==> src/rtl/wallace_tree_multiplier.sv <==
// rtl/wallace_tree_multiplier.sv - registered unsigned 8x8 Wallace-tree multiplier
// Rows are reduced three-at-a-time by carry-save rows: 8 -> 6 -> 4 -> 3 -> 2, then a ripple CPA.

module wallace_half_adder (
  input  logic a,
  input  logic b,
  output logic s,
  output logic cout
);
  assign s    = a ^ b;
  assign cout = a & b;
endmodule

module wallace_full_adder (
  input  logic a,
  input  logic b,
  input  logic cin,
  output logic s,
  output logic cout
);
  assign s    = a ^ b ^ cin;
  assign cout = (a & b) | (a & cin) | (b & cin);
endmodule

module wallace_csa_row (
  input  logic [15:0] x,
  input  logic [15:0] y,
  input  logic [15:0] z,
  output logic [15:0] s,
  output logic [15:0] c
);
  logic [14:0] co;

  for (genvar k = 0; k < 15; k++) begin : g_fa
    wallace_full_adder u_fa (.a(x[k]), .b(y[k]), .cin(z[k]), .s(s[k]), .cout(co[k]));
  end

  // Every row sum is bounded by the full product (< 2^16), so bit 15 never carries out.
  assign s[15] = x[15] ^ y[15] ^ z[15];
  assign c     = {co, 1'b0};
endmodule

module wallace_tree_multiplier #(
  parameter int WIDTH = 8
) (
  input  logic                 clk,
  input  logic                 rst_n,
  input  logic                 in_valid,
  input  logic [WIDTH-1:0]     A,
  input  logic [WIDTH-1:0]     B,
  output logic [2*WIDTH-1:0]   Y,
  output logic                 out_valid
);
  logic [15:0] l0 [8];
  logic [15:0] l1 [6];
  logic [15:0] l2 [4];
  logic [15:0] l3 [3];
  logic [15:0] sum_row;
  logic [15:0] car_row;
  logic [15:0] product;
  logic [14:0] cpa_c;

  for (genvar i = 0; i < 8; i++) begin : g_pp
    assign l0[i] = {8'h00, A & {8{B[i]}}} << i;
  end

  wallace_csa_row u_l1_a (.x(l0[0]), .y(l0[1]), .z(l0[2]), .s(l1[0]), .c(l1[1]));
  wallace_csa_row u_l1_b (.x(l0[3]), .y(l0[4]), .z(l0[5]), .s(l1[2]), .c(l1[3]));
  assign l1[4] = l0[6];
  assign l1[5] = l0[7];

  wallace_csa_row u_l2_a (.x(l1[0]), .y(l1[1]), .z(l1[2]), .s(l2[0]), .c(l2[1]));
  wallace_csa_row u_l2_b (.x(l1[3]), .y(l1[4]), .z(l1[5]), .s(l2[2]), .c(l2[3]));

  wallace_csa_row u_l3   (.x(l2[0]), .y(l2[1]), .z(l2[2]), .s(l3[0]), .c(l3[1]));
  assign l3[2] = l2[3];

  wallace_csa_row u_l4   (.x(l3[0]), .y(l3[1]), .z(l3[2]), .s(sum_row), .c(car_row));

  wallace_half_adder u_cpa0 (.a(sum_row[0]), .b(car_row[0]), .s(product[0]), .cout(cpa_c[0]));
  for (genvar k = 1; k < 15; k++) begin : g_cpa
    wallace_full_adder u_fa (.a(sum_row[k]), .b(car_row[k]), .cin(cpa_c[k-1]),
                             .s(product[k]), .cout(cpa_c[k]));
  end
  assign product[15] = sum_row[15] ^ car_row[15] ^ cpa_c[14];

  always_ff @(posedge clk or negedge rst_n) begin
    if (!rst_n) begin
      Y         <= '0;
      out_valid <= 1'b0;
    end else begin
      out_valid <= in_valid;
      if (in_valid) Y <= product;
    end
  end
endmodule

==> config.mk <==
export PLATFORM = sky130hd
export DESIGN_NAME = wallace_tree_multiplier
export DESIGN_NICKNAME = d
export VERILOG_FILES = /design/src/rtl/wallace_tree_multiplier.sv
export SDC_FILE = /design/constraint.sdc
export NUM_CORES = 1
export LEC_CHECK = 0
export CAP_MARGIN = 20
export CELL_PAD_IN_SITES_DETAIL_PLACEMENT = 0
export CELL_PAD_IN_SITES_GLOBAL_PLACEMENT = 1
export CORE_UTILIZATION = 30
export CTS_BUF_LIST = sky130_fd_sc_hd__clkbuf_4
export DETAILED_ROUTE_END_ITERATION = 10
export PLACE_DENSITY_LB_ADDON = 0.2
export SLEW_MARGIN = 20
export SYNTH_ARGS = -nofsm -noshare
export SYNTH_HDL_FRONTEND = slang
export SYNTH_SLANG_ARGS = --single-unit
==> constraint.sdc <==
create_clock -name clk -period 1 [get_ports clk]
set_input_delay 0.2 -clock clk [delete_from_list [all_inputs] [get_ports clk]]
set_output_delay 0.2 -clock clk [all_outputs]
set_load 0.02 [all_outputs]
==> impl_results.md <==
* # nets final at 371
* Sequential Power Share at 0.211
* WS Path Type: in -> reg
* Final WL at 4930 um
* Post-Synthesis Cells at 209
* Violated checks: setup timing
* Number of diodes at 0
* FF+latch count, synth at 17
* CP peak stage delay at 520 ps
* Largest net degree at the start of global routing at 18
* Net Sw Power at 2.14 mW
* RSZ-0062 raised after global routing: yes
* Die height at 89.6 um
* Die X at 89.6 um
* CTS tree: done
* Initial antenna violation count at 0
* Worst endpoint required time at 1180 ps
* Max_cap viols at 0
* CTS Buf Count at 3
* Remaining antenna violation count at 0
* Clk root buf: clkbuf_4
* Post-synth EDFFs at 0
* Synth area leaders: fa_1 (41%), dfrtp_1 (18%), and2_1 (9.8%)
* Ports at 36
* Starting Density at 0.314
* Startpoint class of the critical path: input pin
* P_int at 3.43 mW
* CP Capture Type: flop
* Synth area leader: fa_1
* Total iterations of the first detailed-routing run at 4
* Synth warnings at 0
* Hold slack final at 235 ps
* Clock Sinks at 17
* Sw Share at 0.384
* CTS H-Tree Depth at 1
* Clock group share of total power at 0.069
* Clock period minus worst slack at 5370 ps
* Metal3 WL at 123 um
* Multi-input combinational cell area at 1930 um^2
* GRT Total Usage at 0.139
* Final worst path period share at 5.37
* Pwr dens at 1600 nW/um^2
* Global placement routability congestion at 0.801
* Slowest CP cell: fa_1
* Fillers at 667
* Pre-CTS WS at -5290 ps
* Std cell rows at 31
* Die area at 8030 um^2
* Count of cell types in the netlist at 13
* Comb power frac at 0.720
* Tightest Pin Transition at 151 ps
* Worst-path clk slew at 90 ps
* Final setup fails at 30
* Via count at 1659
* Worst Hold Class: in -> async
* Post-synth ARST share at 1.00
* Relative slew slack at 0.899
* Mapped Nets at 291
* R2R Setup Slk at -20 ps
* Layout cells sized above 1 at 0.479
* Worst-skew pair later-pin latency at 290 ps
* Post-route setup slack at -4370 ps
* Hold_buf cts at 0
* Layout area overhead at 51.5%
* Buffers plus inverters on the worst setup path at 5
* Ys flop type: dfrtp_1
* Slew Viols, Final at 0
* Crit-path leading delay family: adder cells
* Most common cell in the netlist: fa_1
* WP data arrival at 5550 ps
* Vias in the first global route at 1805
* Setup Skew at 0 ps
* Fmax at 0.186 GHz
* WL/cell at 12.7 um
* Most common cell on crit path: fa_2
* Grt total ovfl at 0
* Syn_area_per_cell at 11.0 um^2
* Status: finished with violations
* Post-detail-place hpwl at 4230 um
* Area of the core at 7330 um^2
* Sequential-to-total area share from yosys stat at 0.185
* Top-area cell type share of the netlist area at 0.409
* Max clock buf depth at 2
* Peak supply drop at 0.903 mV
* First-pass GRT wire length at 8370 um
* Routed wl met2 at 2630 um
* Leakage at 1.68 nW
* Max Used Layer: met3
* Vias per cell at 4.29
* Metal-1 WL at 2170 um
* Critical path cell sequence: buf_8 -> and2_4 -> fa_1 -> inv_1 -> fa_1 -> fa_1 -> inv_1 -> ha_1 -> inv_2 -> fa_2 -> fa_2 -> inv_2 -> fa_2 -> fa_2 -> fa_2 -> fa_2 -> fa_2 -> fa_2 -> fa_2 -> mux2_4
* Max FO, Critical Path at 5
* Top cells by count, synth: fa_1 (47), inv_1 (43), and2_1 (36), nand2_1 (27), dfrtp_1 (17)
* Mapped Area at 2300 um^2
* # port buffers at 35
* Post-route DRC at 0
* Final Hold Vio Count at 0
* Iteration-0 DRC Markers at 35
* Register Area at 425 um^2
-- through the flow --
stage / TNS [ps] / cells / util / total power [mW] / instance area (um^2)
after floorplan: -37150 / 209 / - / 3.46 / 2440
after global placement: -52060 / 373 / 0.430 / 4.81 / 3160
after detailed placement: -52360 / 373 / 0.430 / 4.85 / 3160
after CTS: -37370 / 385 / 0.472 / 5.64 / 3460
after global routing: -38330 / 387 / 0.476 / 6.12 / 3490
final: -36330 / 387 / 0.476 / 5.56 / 3490
-- metal layers --
layer / up-vias / track usage
li1: 778 / -
met1: 851 / 0.183
met2: 30 / 0.249
met3: 0 / 0.0229
met4: 0 / 0.0130
met5: - / 0
-- power by group through the flow --
| stage | Clock (mW) | Sequential [mW] | Combinational, mW |
|---|---|---|---|
| final | 0.382 | 1.18 | 4.01 |
| after global placement | 0 | 1.15 | 3.67 |
| after global routing | 0.427 | 1.21 | 4.48 |
| after CTS | 0.402 | 1.18 | 4.07 |
| after floorplan | 0 | 1.44 | 2.02 |
| after detailed placement | 0 | 1.12 | 3.73 |
-- path summary, 6_finish.rpt --
path,depth (start not counted),startpoint,endpoint
setup / recovery,20,B[3],Y[14]
hold / removal,2,rst_n,Y[15]
setup reg to reg,3,Y[4],Y[4]
hold reg to reg,2,Y[0],Y[0]
max in group asynchronous,2,rst_n,Y[5]
min in group clk,4,A[0],Y[0]
-- layout make-up --
cell class | count | share of cell area
multi-input combinational | 147 | 0.555
timing repair buffer | 77 | 0.233
sequential | 17 | 0.122
inverter | 43 | 0.0463
tap | 99 | 0.0355
clock buffer | 4 | 0.00861
-- layout by cell type, fill, tap and decap left out, types with 8 or more instances in the layout --
master	instances
and2_1	27
and2_4	9
buf_4	33
buf_6	26
dfrtp_1	17
fa_1	34
fa_2	13
ha_1	9
inv_1	35
inv_2	8
mux2_4	12
nand2_1	18
-- worst register-to-register path, stage by stage, from the launching register on --
cell and delay (ps):
dfrtp_1 400, buf_4 140, buf_4 120, mux2_4 250
-- state kept, by name, summed over array words and instances (netlist names) --
name	cells
out_valid	1
Y	16
-- kinds of logic (layout without fill, tap and decap cells) --
family                   Yosys count  after routing  synth area share
multiplexers                      12             12            0.0783
XOR/XNOR                           1              1           0.00381
buffers and inverters             45            124            0.0799
adder cells (fa/ha/maj)           63             63             0.496
flip-flops                        17             17             0.185
AO/OA/AOI/OAI                      4              4           0.00869
AND/OR/NAND/NOR                   67             67             0.149
-- what timing repair did --
item	CTS	global route
endpoints found under the setup margin	33	31
setup buffers	7	2
gates resized for setup	218	7
cloned	1	0
pin swaps	19	8
hold endpoints to repair	0	0
Note: power is estimated with default switching activity, not from simulation.
